[src/rtl/fifo_async_pkg.sv]
// Shared helpers for the async FIFO pointer controllers.
// Pointer width, Gray encoding and the default synchroniser depth.
package fifo_async_pkg;

    localparam int SYNC_STAGES_DEF = 2;

    function automatic int ptr_w(input int addr_width);
        return addr_width + 1;
    endfunction

    // Callers size-cast the result down to their pointer width.
    function automatic logic [31:0] bin2gray(input logic [31:0] bin);
        return bin ^ (bin >> 1);
    endfunction

endpackage

[src/rtl/fifo_async_wptr_ctrl_if.sv]
// Write-side request/status bundle between the FIFO user and the write controller.
// The master drives requests and the raw read pointer; the slave (controller) drives RAM port and status.
interface fifo_async_wptr_ctrl_if #(
    parameter int ADDR_WIDTH = 3
);
    import fifo_async_pkg::*;

    localparam int PW = ptr_w(ADDR_WIDTH);

    logic                  write_in;
    logic [PW-1:0]         rptr_g_in;
    logic [PW-1:0]         af_thresh_in;
    logic                  clr_ovf_in;
    logic [ADDR_WIDTH-1:0] waddr_out;
    logic                  wen_out;
    logic [PW-1:0]         wptr_g_out;
    logic                  full_out;
    logic                  almost_full_out;
    logic [PW-1:0]         wlevel_out;
    logic                  overflow_out;

    modport master (
        output write_in, rptr_g_in, af_thresh_in, clr_ovf_in,
        input  waddr_out, wen_out, wptr_g_out, full_out, almost_full_out,
               wlevel_out, overflow_out
    );

    modport slave (
        input  write_in, rptr_g_in, af_thresh_in, clr_ovf_in,
        output waddr_out, wen_out, wptr_g_out, full_out, almost_full_out,
               wlevel_out, overflow_out
    );

endinterface

[src/rtl/gray2bin.sv]
// Gray to binary converter.
// Latency: combinational. Backpressure: none.
module gray2bin #(
    parameter int N = 4
) (
    input  logic [N-1:0] gray_in,
    output logic [N-1:0] bin_out
);

    // Each binary bit is the XOR of all Gray bits at or above it.
    always_comb begin
        bin_out = '0;
        for (int i = 0; i < N; i++) begin
            bin_out[i] = ^(gray_in >> i);
        end
    end

endmodule

[src/rtl/sync_ff_chain.sv]
// Multi-flop synchroniser for a Gray-coded bus crossing into this clock domain.
// Latency: STAGES edges. Backpressure: none, samples every edge.
module sync_ff_chain #(
    parameter int WIDTH  = 1,
    parameter int STAGES = 2
) (
    input  logic             clk,
    input  logic             rst_n,
    input  logic [WIDTH-1:0] d_in,
    output logic [WIDTH-1:0] q_out
);

    logic [WIDTH-1:0] stage_q [STAGES];
    logic [WIDTH-1:0] stage_d [STAGES];

    always_comb begin
        stage_d[0] = d_in;
        for (int i = 1; i < STAGES; i++) begin
            stage_d[i] = stage_q[i-1];
        end
    end

    always_ff @(posedge clk or negedge rst_n) begin
        if (!rst_n) begin
            for (int i = 0; i < STAGES; i++) begin
                stage_q[i] <= '0;
            end
        end else begin
            for (int i = 0; i < STAGES; i++) begin
                stage_q[i] <= stage_d[i];
            end
        end
    end

    assign q_out = stage_q[STAGES-1];

endmodule

[src/rtl/fifo_async_wptr_ctrl.sv]
// Async FIFO write-side controller: write pointer, read-pointer sync, full/almost-full/level/overflow.
// Latency: status registered 1 edge after a write, SYNC_STAGES+1 edges after a read. Backpressure: writes dropped while full.
module fifo_async_wptr_ctrl
    import fifo_async_pkg::*;
#(
    parameter int ADDR_WIDTH  = 3,
    parameter int SYNC_STAGES = SYNC_STAGES_DEF
) (
    input  logic                    clk_in,
    input  logic                    nrst_in,
    fifo_async_wptr_ctrl_if.slave   wif
);

    localparam int            PW    = ptr_w(ADDR_WIDTH);
    localparam logic [PW-1:0] DEPTH = PW'(1) << ADDR_WIDTH;

    logic [PW-1:0] rptr_g_sync;
    logic [PW-1:0] rptr_b_sync;

    sync_ff_chain #(
        .WIDTH  (PW),
        .STAGES (SYNC_STAGES)
    ) u_rptr_sync (
        .clk   (clk_in),
        .rst_n (nrst_in),
        .d_in  (wif.rptr_g_in),
        .q_out (rptr_g_sync)
    );

    gray2bin #(
        .N (PW)
    ) u_rptr_g2b (
        .gray_in (rptr_g_sync),
        .bin_out (rptr_b_sync)
    );

    logic [PW-1:0] wptr_b_q, wptr_b_d;
    logic [PW-1:0] wptr_g_q, wptr_g_d;
    logic [PW-1:0] level_q,  level_d;
    logic          full_q,   full_d;
    logic          af_q,     af_d;
    logic          ovf_q,    ovf_d;
    logic          wen;

    // Status is computed from the post-write pointer so the filling write raises full on its own edge.
    always_comb begin
        wen      = wif.write_in & ~full_q;
        wptr_b_d = wptr_b_q + PW'(wen);
        wptr_g_d = PW'(bin2gray(32'(wptr_b_d)));
        level_d  = wptr_b_d - rptr_b_sync;
        full_d   = (level_d == DEPTH);
        af_d     = (level_d >= wif.af_thresh_in);
        ovf_d    = (wif.write_in & full_q) | (ovf_q & ~wif.clr_ovf_in);
    end

    always_ff @(posedge clk_in or negedge nrst_in) begin
        if (!nrst_in) begin
            wptr_b_q <= '0;
            wptr_g_q <= '0;
            level_q  <= '0;
            full_q   <= 1'b0;
            af_q     <= 1'b0;
            ovf_q    <= 1'b0;
        end else begin
            wptr_b_q <= wptr_b_d;
            wptr_g_q <= wptr_g_d;
            level_q  <= level_d;
            full_q   <= full_d;
            af_q     <= af_d;
            ovf_q    <= ovf_d;
        end
    end

    assign wif.waddr_out       = wptr_b_q[ADDR_WIDTH-1:0];
    assign wif.wen_out         = wen;
    assign wif.wptr_g_out      = wptr_g_q;
    assign wif.full_out        = full_q;
    assign wif.almost_full_out = af_q;
    assign wif.wlevel_out      = level_q;
    assign wif.overflow_out    = ovf_q;

endmodule

[src/flat_wrapper.sv]
// flat-port wrapper written by rule: the top's interface ports become plain ports
module fifo_async_wptr_ctrl_flat import fifo_async_pkg::*;
#(
    parameter int ADDR_WIDTH  = 3,
    parameter int SYNC_STAGES = SYNC_STAGES_DEF
)
  (clk_in, nrst_in, wif_write_in, wif_rptr_g_in, wif_af_thresh_in, wif_clr_ovf_in, wif_waddr_out, wif_wen_out, wif_wptr_g_out, wif_full_out, wif_almost_full_out, wif_wlevel_out, wif_overflow_out);
  fifo_async_wptr_ctrl_if #(.ADDR_WIDTH(ADDR_WIDTH)) wif_i ();
  input  logic clk_in;
  input  logic nrst_in;
  input wire logic [$bits(wif_i.write_in)-1:0] wif_write_in;
  input wire logic [$bits(wif_i.rptr_g_in)-1:0] wif_rptr_g_in;
  input wire logic [$bits(wif_i.af_thresh_in)-1:0] wif_af_thresh_in;
  input wire logic [$bits(wif_i.clr_ovf_in)-1:0] wif_clr_ovf_in;
  output wire logic [$bits(wif_i.waddr_out)-1:0] wif_waddr_out;
  output wire logic [$bits(wif_i.wen_out)-1:0] wif_wen_out;
  output wire logic [$bits(wif_i.wptr_g_out)-1:0] wif_wptr_g_out;
  output wire logic [$bits(wif_i.full_out)-1:0] wif_full_out;
  output wire logic [$bits(wif_i.almost_full_out)-1:0] wif_almost_full_out;
  output wire logic [$bits(wif_i.wlevel_out)-1:0] wif_wlevel_out;
  output wire logic [$bits(wif_i.overflow_out)-1:0] wif_overflow_out;
  assign wif_i.write_in = wif_write_in;
  assign wif_i.rptr_g_in = wif_rptr_g_in;
  assign wif_i.af_thresh_in = wif_af_thresh_in;
  assign wif_i.clr_ovf_in = wif_clr_ovf_in;
  assign wif_waddr_out = wif_i.waddr_out;
  assign wif_wen_out = wif_i.wen_out;
  assign wif_wptr_g_out = wif_i.wptr_g_out;
  assign wif_full_out = wif_i.full_out;
  assign wif_almost_full_out = wif_i.almost_full_out;
  assign wif_wlevel_out = wif_i.wlevel_out;
  assign wif_overflow_out = wif_i.overflow_out;
  fifo_async_wptr_ctrl #(.ADDR_WIDTH(ADDR_WIDTH), .SYNC_STAGES(SYNC_STAGES)) u_core (.clk_in(clk_in), .nrst_in(nrst_in), .wif(wif_i));
endmodule
[config.mk]
export PLATFORM = sky130hd
export DESIGN_NAME = fifo_async_wptr_ctrl_flat
export DESIGN_NICKNAME = d
export VERILOG_FILES = /design/src/rtl/fifo_async_pkg.sv /design/src/rtl/fifo_async_wptr_ctrl_if.sv /design/src/rtl/gray2bin.sv /design/src/rtl/sync_ff_chain.sv /design/src/rtl/fifo_async_wptr_ctrl.sv /design/src/flat_wrapper.sv
export SDC_FILE = /design/constraint.sdc
export NUM_CORES = 1
export LEC_CHECK = 0
export CORE_ASPECT_RATIO = 1.5
export CORE_MARGIN = 2
export CORE_UTILIZATION = 30
export CTS_CLUSTER_SIZE = 8
export DETAILED_ROUTE_END_ITERATION = 10
export GPL_TIMING_DRIVEN = 0
export PLACE_DENSITY_LB_ADDON = 0.12
export SYNTH_ARGS = -nofsm -noshare
export SYNTH_HDL_FRONTEND = slang
export SYNTH_SLANG_ARGS = --single-unit
[constraint.sdc]
create_clock -name clk_in -period 5.4 [get_ports clk_in]
set_clock_uncertainty 0.15 [all_clocks]
set_input_delay 1.08 -clock clk_in [delete_from_list [all_inputs] [get_ports clk_in]]
set_output_delay 1.08 -clock clk_in [all_outputs]
set_load 0.01 [all_outputs]
==> results of run 1 <==
metal layers:
| layer | part of all wire [%] | track usage [%] | wire length [um] | vias up |
|---|---|---|---|---|
| li1 | - | - | - | 261 |
| met1 | 37 | 10.5 | 511 | 261 |
| met2 | 57 | 17.3 | 789 | 14 |
| met3 | 5.1 | 2.26 | 71 | 2 |
| met4 | 1.4 | 5.71 | 19 | 0 |
| met5 | 0 | 0 | 0 | - |
power by group through the flow:
stage,sequential [mW],combinational [mW],clock (mW)
2_1_floorplan,0.275,0.260,0
3_3_place_gp,0.249,0.448,0
3_5_place_dp,0.250,0.454,0
4_1_cts,0.247,0.456,0.155
5_1_grt,0.253,0.501,0.163
6_report,0.246,0.441,0.151
cell families after synthesis:
logic type / Yosys count
flip-flops: 22
buffers and inverters: 10
adder cells (fa/ha/maj): 10
AO/OA/AOI/OAI: 6
XOR/XNOR: 10
AND/OR/NAND/NOR: 6
cells in the mapped netlist:
| master | n | area share, % |
|---|---|---|
| a21o_1 | 3 | 2.4 |
| a21oi_1 | 1 | 0.54 |
| dfrtp_1 | 22 | 60 |
| fa_1 | 1 | 2.2 |
| ha_1 | 9 | 12 |
| inv_1 | 10 | 4.1 |
| nand2_1 | 2 | 0.81 |
| nand2b_1 | 1 | 0.68 |
| nand3_2 | 1 | 1.1 |
| nor2b_1 | 1 | 0.68 |
| nor4b_4 | 1 | 2.6 |
| o21ai_0 | 2 | 1.1 |
| xnor2_1 | 5 | 4.7 |
| xor2_1 | 3 | 2.8 |
| xor2_2 | 1 | 1.8 |
| xor3_2 | 1 | 2.7 |
critical path, delay by kind of cell:
family                   cells  cell delay [ns]
AND/OR/NAND/NOR              1             0.17
adder cells (fa/ha/maj)      4             1.08
XOR/XNOR                     2             0.77
buffers and inverters        1             0.47
AO/OA/AOI/OAI                2             0.31
final cells by class:
cell class	instances	area (um2)
inverter	10	37.5
timing repair buffer	26	260
fill	285	1610
clock buffer	3	41.3
clock inverter	1	30.0
tap	39	48.8
multi-input combinational	32	335
sequential	22	551
stage by stage:
stage	worst slack [ns]	cells	total power, mW
after floorplan	1.90	64	0.535
after global placement	1.24	129	0.697
after detailed placement	1.22	129	0.705
after CTS	1.49	133	0.858
after global routing	1.31	133	0.917
final	1.52	133	0.838
flip-flops by register name, indices dropped and copies added (netlist names):
| signal | count |
|---|---|
| u_core.wif.wlevel_out | 4 |
| u_core.wif.almost_full_out | 1 |
| u_core.wptr_b_q | 4 |
| u_core.wif.full_out | 1 |
| u_core.wif.wptr_g_out | 3 |
| u_core.u_rptr_sync.stage_d | 4 |
| u_core.u_rptr_sync.q_out | 4 |
| u_core.wif.overflow_out | 1 |
worst max-delay path by stage:
stage	to	cells past startpoint	slack, ns
4_1_cts	u_core.wif.almost_full_out	10	1.49
6_report	u_core.wif.almost_full_out	10	1.52
3_3_place_gp	u_core.wif.almost_full_out	10	1.24
2_1_floorplan	u_core.wif.almost_full_out	9	1.90
5_1_grt	u_core.wif.almost_full_out	10	1.31
3_5_place_dp	u_core.wif.almost_full_out	10	1.22
==> results.yml, run 1 <==
timing:
  worst_slew_pin_slew_ns: 0.946
  fin_crit_ns: 3.88
  fin_setup_tns_ns: 0
  report.final.hold_viol_count: 0
  max-slew-margin-rel_pct: 36.7
  fmax_mhz: 257
  rsz0062_at_grt: "false"
  maxSlewViolCount: 0
  setup_violations: 0
  finalCritPeriodShare_pct: 71.9
  hold_ws_ns: 0.203
placement:
  dp_hpwl_um: 1110
  postPlaceCellArea_um2: 1230
  gp_congestion: 0.690
  numPortBuffers: 26
global_routing:
  grt_overflow: 0
  first_global_vias: 601
  grt_max_degree: 23
  track_usage_pct: 9.77
  antenna_found_initial: 0
  grt_pass1_wl_um: 2580
final_layout:
  final_core_util_pct: 44.8
  mostFrequentLayoutCells: "26 x clkdlybuf4s50_1, 22 x dfrtp_1, 10 x inv_1"
  stdcell_area_um2: 1300
  drive_gt1_share_pct: 8.51
  final_common_cell: "clkdlybuf4s50_1"
  area_growth_pct: 41.2
  finalNetCount: 117
  num_antenna_cells: 0
clocking:
  cts_setup_buffers: 0
  htreeDepth: 1
  clock_sinks: 22
  path_clk_slew_ns: 0.08
  cts_buffers: 3
  cts_resized: 0
  ctsHoldBuffers: 0
  cts_tree: "built"
  root_buffer: "clkbuf_8"
  clockBufferDepth: 2
  clk_latency_ns: 0.26
floorplanning:
  rows: 24
  die_x_um: 49.3
  coreArea_um2: 2910
  io_pins: 27
  dieHeight_um: 71.9
  initial_core_util_pct: 31.7
  die-area_um2: 3550
setup_path:
  reg2reg_slack_ns: 2.43
  reg2reg_from: "u_core.u_rptr_sync.q_out[3]"
  criticalPathCategory: "input pin to flop"
  crit_slowest_cell: "clkdlybuf4s50_1"
  crit_required_ns: 5.40
  start_kind: "input pin"
  crit_chain: "clkdlybuf4s50_1, nor2b_1, ha_1, ha_1, xor2_1, ha_1, xnor2_1, ha_1, a21o_1, a21o_1"
  setup.worst_path.end_class: "flop"
  critPathMaxStageDelay_ns: 0.47
  rr_endpoint: "u_core.wif.almost_full_out"
  crit_start: "wif_write_in"
  ff2ff_path_depth: 9
  arrival_ns: 3.88
  crit_fanout: 4
  crit_top_cell: "ha_1"
logic_synthesis:
  synth_warnings: 0
  ys_ff_latch: 22
  synth-compound-area-share_pct: 4.07
  synth_xor_area_share_pct: 12.1
  yosysUniqueCellTypes: 16
  netlist_instances: 64
  synthAdderAreaFrac_pct: 14.4
  synth_mux_area_share_pct: 0
  syn_nets: 86
  avgSynthCellArea_um2: 14.4
  syn_area_um2: 923
  ys_seq_area_share_pct: 59.6
  synth_simple_gate_area_share_pct: 5.83
  synth_top_family_by_area: "adder cells"
power_and_ir_drop:
  ir_drop_uv: 349
  pwr-share-seq_pct: 29.3
  p_int_uw: 559
  swShare_pct: 33.3
  clkPwrFrac_pct: 18.1
  combPwrFrac_pct: 52.6
  p_per_area_nw_per_um2: 643
  leakagePower_nw: 0.612
  switchingPower_uw: 279
detailed_routing:
  vias: 538
  drt_iter0_markers: 3
  vias_per_cell: 4.05
  wl_per_cell_um: 10.5
  drc: 0
  drtAntennaViolNets: 0
  routed_wirelength_um: 1390
  drt_first_pass_iters: 2
job:
  drv_cap: 0
min_path:
  worst_hold_path.endpoint: "u_core.u_rptr_sync.q_out[3]"
  min_from: "u_core.u_rptr_sync.stage_d[3]"
  hold_class: "flop to flop"
  hold_depth: 0
outcome:
  status: "finished clean"
Power figures use the tool's default switching activity.
==> run 2: changes to the inputs <==
==> constraint.sdc (replaced) <==
create_clock -name clk_in -period 3.4 [get_ports clk_in]
set_clock_uncertainty 0.15 [all_clocks]
set_input_delay 0.68 -clock clk_in [delete_from_list [all_inputs] [get_ports clk_in]]
set_output_delay 0.68 -clock clk_in [all_outputs]
set_load 0.01 [all_outputs]
==> run 2 against run 1 <==
Compared with the run above:
- clock power grew 60%
- clock-buffer cell count did not move
- sequential power up 63%
- worst hold slack about the same
- sequential cell count stayed put
- utilization grew 2.4 points
- setup slack worse by 1.3 ns
- non-clock buffer count grew 2
- critical endpoint unchanged
- highest routed layer unchanged
==> results.yml, run 2 (same netlist as run 1, synthesis figures left out) <==
timing:
  hold_ws_ns: 0.203
  fin_setup_tns_ns: 0
  report.final.hold_viol_count: 0
  fin_crit_ns: 3.22
  finalCritPeriodShare_pct: 94.7
  fmax_mhz: 310
  maxSlewViolCount: 0
  rsz0062_at_grt: "false"
  setup_violations: 0
  max-slew-margin-rel_pct: 37.2
  setup_slack_ns: 0.179
  worst_slew_pin_slew_ns: 0.940
placement:
  numPortBuffers: 26
  pre_cts_ws_ns: -0.384
  dp_hpwl_um: 1110
  postPlaceCellArea_um2: 1230
  place_inst: 129
  gp_congestion: 0.690
job:
  drv_cap: 0
floorplanning:
  die-area_um2: 3550
  rows: 24
  io_pins: 27
  die_x_um: 49.3
  coreArea_um2: 2910
  dieHeight_um: 71.9
  initial_core_util_pct: 31.7
clocking:
  path_clk_slew_ns: 0.08
  clockBufferDepth: 2
  clk_latency_ns: 0.26
  clock_sinks: 22
  htreeDepth: 1
  cts_buffers: 3
  root_buffer: "clkbuf_8"
  cts_tree: "built"
power_and_ir_drop:
  swShare_pct: 33.0
  p_int_uw: 978
  p_per_area_nw_per_um2: 1060
  clkPwrFrac_pct: 16.6
  pwr-share-seq_pct: 27.5
  leakagePower_nw: 0.630
  switchingPower_uw: 481
  finalPower_mw: 1.46
  combPwrFrac_pct: 55.9
  ir_drop_uv: 564
final_layout:
  drive_gt1_share_pct: 16.7
  stdcell_count: 135
  area_growth_pct: 48.9
  num_antenna_cells: 0
  final_core_util_pct: 47.2
  mostFrequentLayoutCells: "26 x clkdlybuf4s50_1, 22 x dfrtp_1, 10 x inv_1"
  final_common_cell: "clkdlybuf4s50_1"
  stdcell_area_um2: 1380
  finalNetCount: 119
global_routing:
  grt_pass1_wl_um: 2620
  grt_max_degree: 23
  track_usage_pct: 9.95
  first_global_vias: 605
  antenna_found_initial: 0
  grt_overflow: 0
setup_path:
  crit_fanout: 3
  start_kind: "input pin"
  criticalPathCategory: "input pin to flop"
  arrival_ns: 3.22
  reg2reg_from: "u_core.u_rptr_sync.q_out[3]"
  reg2reg_slack_ns: 0.37
  crit_required_ns: 3.40
  setup.worst_path.end_class: "flop"
  rr_endpoint: "u_core.wif.almost_full_out"
  ff2ff_path_depth: 10
min_path:
  worst_hold_path.endpoint: "u_core.u_rptr_sync.q_out[3]"
  hold_class: "flop to flop"
  min_from: "u_core.u_rptr_sync.stage_d[3]"
  hold_depth: 0
outcome:
  status: "finished clean"
detailed_routing:
  drt_iter0_markers: 2
  vias_per_cell: 4.04
  vias: 545
  drc: 0
  drt_first_pass_iters: 2
  wl_per_cell_um: 10.8
  drtAntennaViolNets: 0
  routed_wirelength_um: 1460
## run 2: worst max-delay path: stages
cell and delay, ns:
clkdlybuf4s50_1 0.42, nor2b_2 0.17, ha_2 0.34, inv_1 0.05, ha_1 0.21, fa_1 0.51
inv_1 0.09, ha_1 0.28, a21o_1 0.16, a21o_1 0.16, a21o_1 0.16
## run 2: how the worst max path moves through the flow
stage,from,endpoint,slack (ns),cells past startpoint
after global routing,wif_write_in,u_core.wif.almost_full_out,0.04,11
after global placement,wif_write_in,u_core.wif.almost_full_out,-0.36,10
after floorplan,wif_write_in,u_core.wif.almost_full_out,0.30,9
after CTS,wif_write_in,u_core.wif.almost_full_out,0.01,11
final,wif_write_in,u_core.wif.almost_full_out,0.18,11
after detailed placement,wif_write_in,u_core.wif.almost_full_out,-0.38,10
## run 2: cell type report
| type | instances | area [um2] |
|---|---|---|
| timing repair buffer | 28 | 275 |
| clock buffer | 3 | 41.3 |
| clock inverter | 1 | 30.0 |
| sequential | 22 | 551 |
| inverter | 10 | 37.5 |
| fill | 284 | 1540 |
| multi-input combinational | 32 | 392 |
| tap | 39 | 48.8 |
## run 2: power groups by stage
stage                     combinational [mW]  sequential, mW  clock (mW)
after floorplan                        0.413           0.437           0
after global placement                 0.711           0.396           0
after detailed placement               0.722           0.397           0
after CTS                              0.748           0.394       0.246
after global routing                   0.911           0.412       0.260
final                                  0.816           0.401       0.242
## run 2: what timing repair did
| item | 4_1_cts | 5_1_grt |
|---|---|---|
| hold buffers | 0 | 0 |
| pin swaps | 0 | 1 |
| endpoints found under the setup margin | 1 | 1 |
| resized for setup | 2 | 7 |
| buffers inserted | 0 | 2 |
| cloned | 0 | 0 |
## run 2: routing by layer
layer / GRT usage (%) / vias to the layer above / wire length [um]
met1: 11.0 / 266 / 550
met3: 2.26 / 2 / 68
met4: 5.71 / 0 / 19
met5: 0 / - / 0
met2: 17.4 / 14 / 823
li1: - / 263 / -
